--- src/rtl/alu_seq.sv ---
// alu_seq: multi-cycle 8x8 multiply / 8/8 divide sequencer that borrows the shared 8-bit ALU.
// Optional macro ALU_SEQ_DIV_EN adds the restoring-divide path and the div_by_zero flag.
module alu_seq (
   input  logic       clk,
   input  logic       rst,
   input  logic       start,
   input  logic       op,
   input  logic [7:0] opa,
   input  logic [7:0] opb,
   output logic [7:0] alu_a,
   output logic [7:0] alu_b,
   output logic [3:0] alu_mode,
   output logic       alu_cin,
   input  logic [7:0] alu_out,
   input  logic       alu_cout,
   output logic       alu_own,
   output logic       busy,
   output logic       done,
   output logic [7:0] result_hi,
   output logic [7:0] result_lo,
   output logic       div_by_zero
);

   typedef enum logic [1:0] {IDLE, RUN, DONE} state_t;

   localparam logic [3:0] MODE_PASS = 4'b0000;
   localparam logic [3:0] MODE_ADD  = 4'b0101;

   state_t     state, state_nxt;
   logic [7:0] p, q, b;
   logic [2:0] cnt;
   logic       accept, zero_div;

`ifdef ALU_SEQ_DIV_EN
   localparam logic [3:0] MODE_SUB = 4'b1000;
   logic op_div, dz, div_ok;

   // A set P[7] means the shifted remainder exceeds any 8-bit divisor, so the subtract must succeed.
   assign div_ok      = p[7] | ~alu_cout;
   assign zero_div    = op && (opb == 8'd0);
   assign div_by_zero = dz;
`else
   logic unused_op;

   assign unused_op   = op;
   assign zero_div    = 1'b0;
   assign div_by_zero = 1'b0;
`endif

   assign accept    = start && (state != RUN);
   assign busy      = (state == RUN);
   assign alu_own   = busy;
   assign done      = (state == DONE);
   assign result_hi = p;
   assign result_lo = q;

   always_comb begin
      state_nxt = state;
      case (state)
         IDLE, DONE: begin
            if (accept)
               state_nxt = zero_div ? DONE : RUN;
            else
               state_nxt = IDLE;
         end
         RUN: begin
            if (cnt == 3'd7)
               state_nxt = DONE;
         end
         default: state_nxt = IDLE;
      endcase
   end

   // The ALU is idle-driven with zeros whenever the sequencer does not own it.
   always_comb begin
      alu_a    = 8'd0;
      alu_b    = 8'd0;
      alu_mode = MODE_PASS;
      alu_cin  = 1'b0;
      if (state == RUN) begin
         alu_b = b;
`ifdef ALU_SEQ_DIV_EN
         if (op_div) begin
            alu_a    = {p[6:0], q[7]};
            alu_mode = MODE_SUB;
         end else begin
            alu_a    = p;
            alu_mode = q[0] ? MODE_ADD : MODE_PASS;
         end
`else
         alu_a    = p;
         alu_mode = q[0] ? MODE_ADD : MODE_PASS;
`endif
      end
   end

   always_ff @(posedge clk or posedge rst) begin
      if (rst) begin
         state <= IDLE;
         p     <= 8'd0;
         q     <= 8'd0;
         b     <= 8'd0;
         cnt   <= 3'd0;
`ifdef ALU_SEQ_DIV_EN
         op_div <= 1'b0;
         dz     <= 1'b0;
`endif
      end else begin
         state <= state_nxt;
         if (accept) begin
            b   <= opb;
            cnt <= 3'd0;
`ifdef ALU_SEQ_DIV_EN
            op_div <= op;
            dz     <= zero_div;
`endif
            // Divide by zero skips the iterations and reports an all-ones quotient.
            if (zero_div) begin
               p <= opa;
               q <= 8'hFF;
            end else begin
               p <= 8'd0;
               q <= opa;
            end
         end else if (state == RUN) begin
            cnt <= cnt + 3'd1;
`ifdef ALU_SEQ_DIV_EN
            if (op_div) begin
               p <= div_ok ? alu_out : alu_a;
               q <= {q[6:0], div_ok};
            end else begin
               p <= {alu_cout, alu_out[7:1]};
               q <= {alu_out[0], q[7:1]};
            end
`else
            p <= {alu_cout, alu_out[7:1]};
            q <= {alu_out[0], q[7:1]};
`endif
         end
      end
   end

endmodule

--- config.mk ---
export PLATFORM = sky130hd
export DESIGN_NAME = alu_seq
export DESIGN_NICKNAME = d
export VERILOG_FILES = /design/src/rtl/alu_seq.sv
export SDC_FILE = /design/constraint.sdc
export NUM_CORES = 1
export LEC_CHECK = 0
export ABC_AREA = 1
export CAP_MARGIN = 25
export CELL_PAD_IN_SITES_DETAIL_PLACEMENT = 0
export CELL_PAD_IN_SITES_GLOBAL_PLACEMENT = 1
export CORE_MARGIN = 5
export CORE_UTILIZATION = 28
export DETAILED_ROUTE_END_ITERATION = 7
export PLACE_DENSITY_LB_ADDON = 0.1
export SYNTH_ARGS = -nofsm -noshare
export SYNTH_HDL_FRONTEND = slang
export SYNTH_SLANG_ARGS = --single-unit
--- constraint.sdc ---
create_clock -name clk -period 1.5 [get_ports clk]
set_clock_uncertainty 0.05 [all_clocks]
set_input_delay 0.15 -clock clk [delete_from_list [all_inputs] [get_ports clk]]
set_output_delay 0.15 -clock clk [all_outputs]
set_load 0.05 [all_outputs]
### Word-level counts from Yosys, hierarchy flattened

Index checks and enable logic that the tools add are counted.

* input bits: 29
* bits in registers: 29
* output and inout bits: 41

* add/subtract/negate cells: 1
* muxes and demuxes: 13
* equality and inequality tests: 5
* reduce and logical (&&, ||, !) cells: 4

Operators by type and width (count)
* $mux W8: 6
* $mux W3: 4
* $ne A2 B1 Y1 const B: 2
* $pmux W2 S2: 1
* $add A3 B1 Y3 const B: 1
* $eq A3 B3 Y1 const B: 1
* $eq A2 B1 Y1 const B: 1
* $eq A2 B2 Y1 const B: 1
* $logic_not A2 Y1: 1
* $mux W2: 1
* $reduce_bool A2 Y1: 1
* $reduce_or A2 Y1: 1
* $logic_and A1 B1 Y1: 1
* $mux W1: 1

### Logic depth before layout (Yosys ltp)

* word-level depth: 4
* depth in mapped cells: 6
* gate-level depth less buffers: 5

### Worst setup path after synthesis

Ideal clock, no wire load.

* path kind: register to output
* start point: register q[0], in the netlist result_lo[0]
* end point: output alu_mode[2]
* path buffers: 1
* slack: -0.438 ns
* required time: 1.300 ns
* data arrival time: 1.738 ns
* stages on the path, launching flop included: 4
* cell sequence: dfrtp_1 inv_1 nor2_1 buf_4

* word-level cells in the longest chain between the ends: 2

Ends and longest elaborated chain
* start, declared: RTL line 30 `logic [7:0] p, q, b;`
* start signal, assigned: RTL line 123 `q <= opa;`
* start signal, assigned: RTL line 137 `q <= {alu_out[0], q[7:1]};`
* $mux W3: RTL line 92 `alu_mode = q[0] ? MODE_ADD : MODE_PASS;`
* $mux W3: RTL line 80 `if (state == RUN) begin`
* end, declared: RTL line 12 `output logic [3:0] alu_mode,`

Every way passes these cells.

### Final worst setup path

* start point: register state[1]
* end point: output alu_mode[2]

* word-level cells in the longest chain between the ends: 2

Ends and longest elaborated chain
* start, declared: RTL line 29 `state_t state, state_nxt;`
* start signal, assigned: RTL line 109 `state <= state_nxt;`
* $eq A2 B1 Y1: RTL line 80
* $mux W3: RTL line 80

Every way passes these cells.

==> out/metrics.csv <==
stage,metric,value,unit
critical_path,crit path cell chain,inv_2 > nand2_4 > buf_12 > nor2_4 > buf_12,
yosys,YS warnings,0,
timing,Setup TNS,0,ns
clock_tree,Max Root-Sink Buffers,2,
power,Peak VDD IR,1.02,mV
floorplanning,io pins,70,
clock_tree,# H-tree levels,2,
clock_tree,Num Clock Sinks,29,
global_route,GRT overflow,0,
critical_path,worst r2r dst,b[6],
critical_path,CP Max Fanout,8,
yosys,synthesized flop and latch total,29,
route,1st-pass router iterations,4,
route,First DRT Iteration DRCs,74,
placement,dpl hpwl,2.82,mm
global_route,initial antenna violation count,0,
clock_tree,Worst-Skew Late Latency,0.27,ns
critical_path,CP bufs+invs,3,
power,Combinational Power Share,72.3,%
clock_tree,cts hold-fix bufs,0,
timing,final hold violations,0,
route,Post-Route WL,4.15,mm
timing,RSZ-0062 raised after global routing,yes,
critical_path,RR Startpoint,state[0],
yosys,cell area after synthesis,1400,sq um
floorplanning,die area,6530,sq um
floorplanning,row cnt,25,
final_layout,n_diodes,0,
critical_path,CP Class,reg2out,
critical_path,CP top delay family,buffers and inverters,
floorplanning,Die Y,80.8,um
critical_path,crit path capture type,output port,
yosys,unique cell type count in the Yosys netlist,16,
clock_tree,CTS tree,built,
route,Avg WL per Cell,13.1,um
route,Vias/cell,4.48,
final_layout,Layout area overhead,87.3,%
critical_path,WP data required,1.30,ns
critical_path,Critical Path Start,state[1],
power,Leakage,1.25,nW
global_route,GRT Resource Usage Total,12.5,%
critical_path,WP depth,5,
power,register share of total power,19.0,%
final_layout,Final nets,280,
final_layout,Layout fillers,442,
yosys,Gate Count Post-Synth,173,
global_route,maximum number of pins on one net before global-route repair,30,
global_route,vias in the first global route,1388,
timing,Hold WS,0.205,ns
route,post-route ant nets,0,
timing,Slew Limit Fails,0,
route,DR vias,1416,
floorplanning,overall die width,80.8,um
clock_tree,Worst-path clk slew,0.06,ns
timing,Tcrit/Tclk final,97.9,%
power,Power Dens Cells,2740,nW/um^2
critical_path,reg2reg path depth,6,
yosys,post-synthesis sequential area ratio,51.7,%
critical_path,CP arrival,1.27,ns
clock_tree,CTS root buf,clkbuf_8,
yosys,mean post-synth cell area,8.11,sq um
power,total power,7.20,mW
run,maxcap violations,0,
floorplanning,CORE AREA,4790,sq um
critical_path,Worst Setup Start Kind,flop,
run_status,outcome,completed,
timing,PnR worst setup slack,0.0308,ns
power,Psw,3.50,mW
critical_path,Most common cell on crit path,buf_12,
power,clock network fraction of design power,8.7,%
timing,minimum clock period,1.47,ns
timing,highest clock rate,0.681,GHz
critical_path,flop2flop setup slack,0.17,ns
hold_path,Hold Path Class,in2async,
placement,Place WS,0.0647,ns
route,DRC violations left,0,
placement,Port Buffer Count,64,
placement,Final GP Congestion,0.729,
power,internal cell power,3.70,mW
final_layout,share of post-route cells with drive strength above 1,33.7,%
clock_tree,Num CTS Buffers,5,
floorplanning,Starting Density,29.3,%
critical_path,CP Capture Point,alu_mode[2],
critical_path,Worst path slowest cell,dfrtp_1,
critical_path,max incr delay on CP,0.38,ns
global_route,first-pass GRT wire length,6.38,mm
power,switching share of power,48.6,%
timing,Final setup viols,0,
-- routing by layer --
metal / share of wire [%] / track usage, % / vias to the layer above
met3: 7.1 / 3.88 / 7
li1: - / - / 679
met5: 0 / 0 / -
met2: 51 / 21.3 / 61
met4: 1.1 / 4.56 / 0
met1: 41 / 14.9 / 669
-- cells in the final DEF (no fill, tap or decap), types with 2 or more instances in the layout --
| master | netlist | routed |
|---|---|---|
| clkdlybuf4s50_1 | 0 | 27 |
| inv_1 | 21 | 20 |
| conb_1 | 1 | 4 |
| nor2_1 | 19 | 2 |
| nor2_4 | 1 | 17 |
| o21ai_0 | 9 | 9 |
| inv_2 | 1 | 2 |
| ha_1 | 2 | 2 |
| nand3_1 | 35 | 35 |
| buf_4 | 7 | 27 |
| nand2_1 | 36 | 36 |
| buf_12 | 0 | 24 |
| dfrtp_1 | 29 | 28 |
| nand2_2 | 3 | 2 |
| clkbuf_8 | 0 | 6 |
-- layout make-up --
cell class,instances,area (sq um),area share (%)
flip-flops and latches,29,727,27.7
well taps,67,83.8,3.19
clock buffers,7,86.3,3.28
inverters,22,82.6,3.14
repair buffers,81,1020,38.7
multi-input cells,110,631,24.0
-- Yosys cell counts, drive strengths merged --
cell / n / area share (%)
buf: 14 / 7.1
nand2: 39 / 11
conb: 1 / 0.27
nand3: 35 / 12
nor2: 20 / 5.9
o22ai: 1 / 0.45
clkbuf: 1 / 0.27
ha: 2 / 1.8
o21ai: 9 / 3.2
inv: 22 / 5.9
dfrtp: 29 / 52
-- worst min path at each step --
stage	slack, ns	endpoint	depth (start not counted)
4_1_cts	0.22	b[5]	3
5_1_grt	0.27	b[2]	3
3_5_place_dp	0.41	b[5]	2
6_report	0.20	b[5]	3
3_3_place_gp	0.41	b[7]	2
2_1_floorplan	0.18	b[0]	1
-- power groups by stage --
stage	Sequential, mW	Combinational, mW	Clock (mW)
CTS	1.37	4.76	0.647
finish	1.37	5.20	0.625
global placement	1.35	4.47	0
global route	1.41	5.48	0.675
floorplan	1.97	2.01	0
detailed placement	1.37	4.51	0
-- per-stage QoR --
stage          area, sq um  cells  utilization, %
2_1_floorplan         1440    176               -
3_3_place_gp          2300    298            48.0
3_5_place_dp          2300    298            48.0
4_1_cts               2470    308            51.6
5_1_grt               2630    316            54.9
6_report              2630    316            54.9
-- sequential cells by signal, summed over array words and instances (netlist names) --
| register | cells |
|---|---|
| b | 8 |
| result_lo | 8 |
| result_hi | 8 |
| cnt | 3 |
| state | 2 |
-- logic make-up after synthesis --
logic type                 count (synthesis)  synth area share, %
buffers and inverters                     37                 13.3
AOI/OAI and AO/OA                         10                 3.65
adders and majority gates                  2                 1.78
and+or+nand+nor                           94                 29.3
other                                      1                0.267
DFF                                       29                 51.7
-- worst register-to-register path, cell delays in order, from the launching register on --
cell	delay, ns
dfrtp_2	0.44
nand2_4	0.14
clkbuf_16	0.17
buf_4	0.15
nand2_2	0.12
nand2_1	0.10
nand2_1	0.05
-- timing repair --
item | CTS | global route
gates resized for setup | 14 | 14
cloned | 1 | 1
setup endpoints to repair | 18 | 19
setup buffers | 2 | 7
pin swaps | 3 | 3
Power figures use the tool's default switching activity.
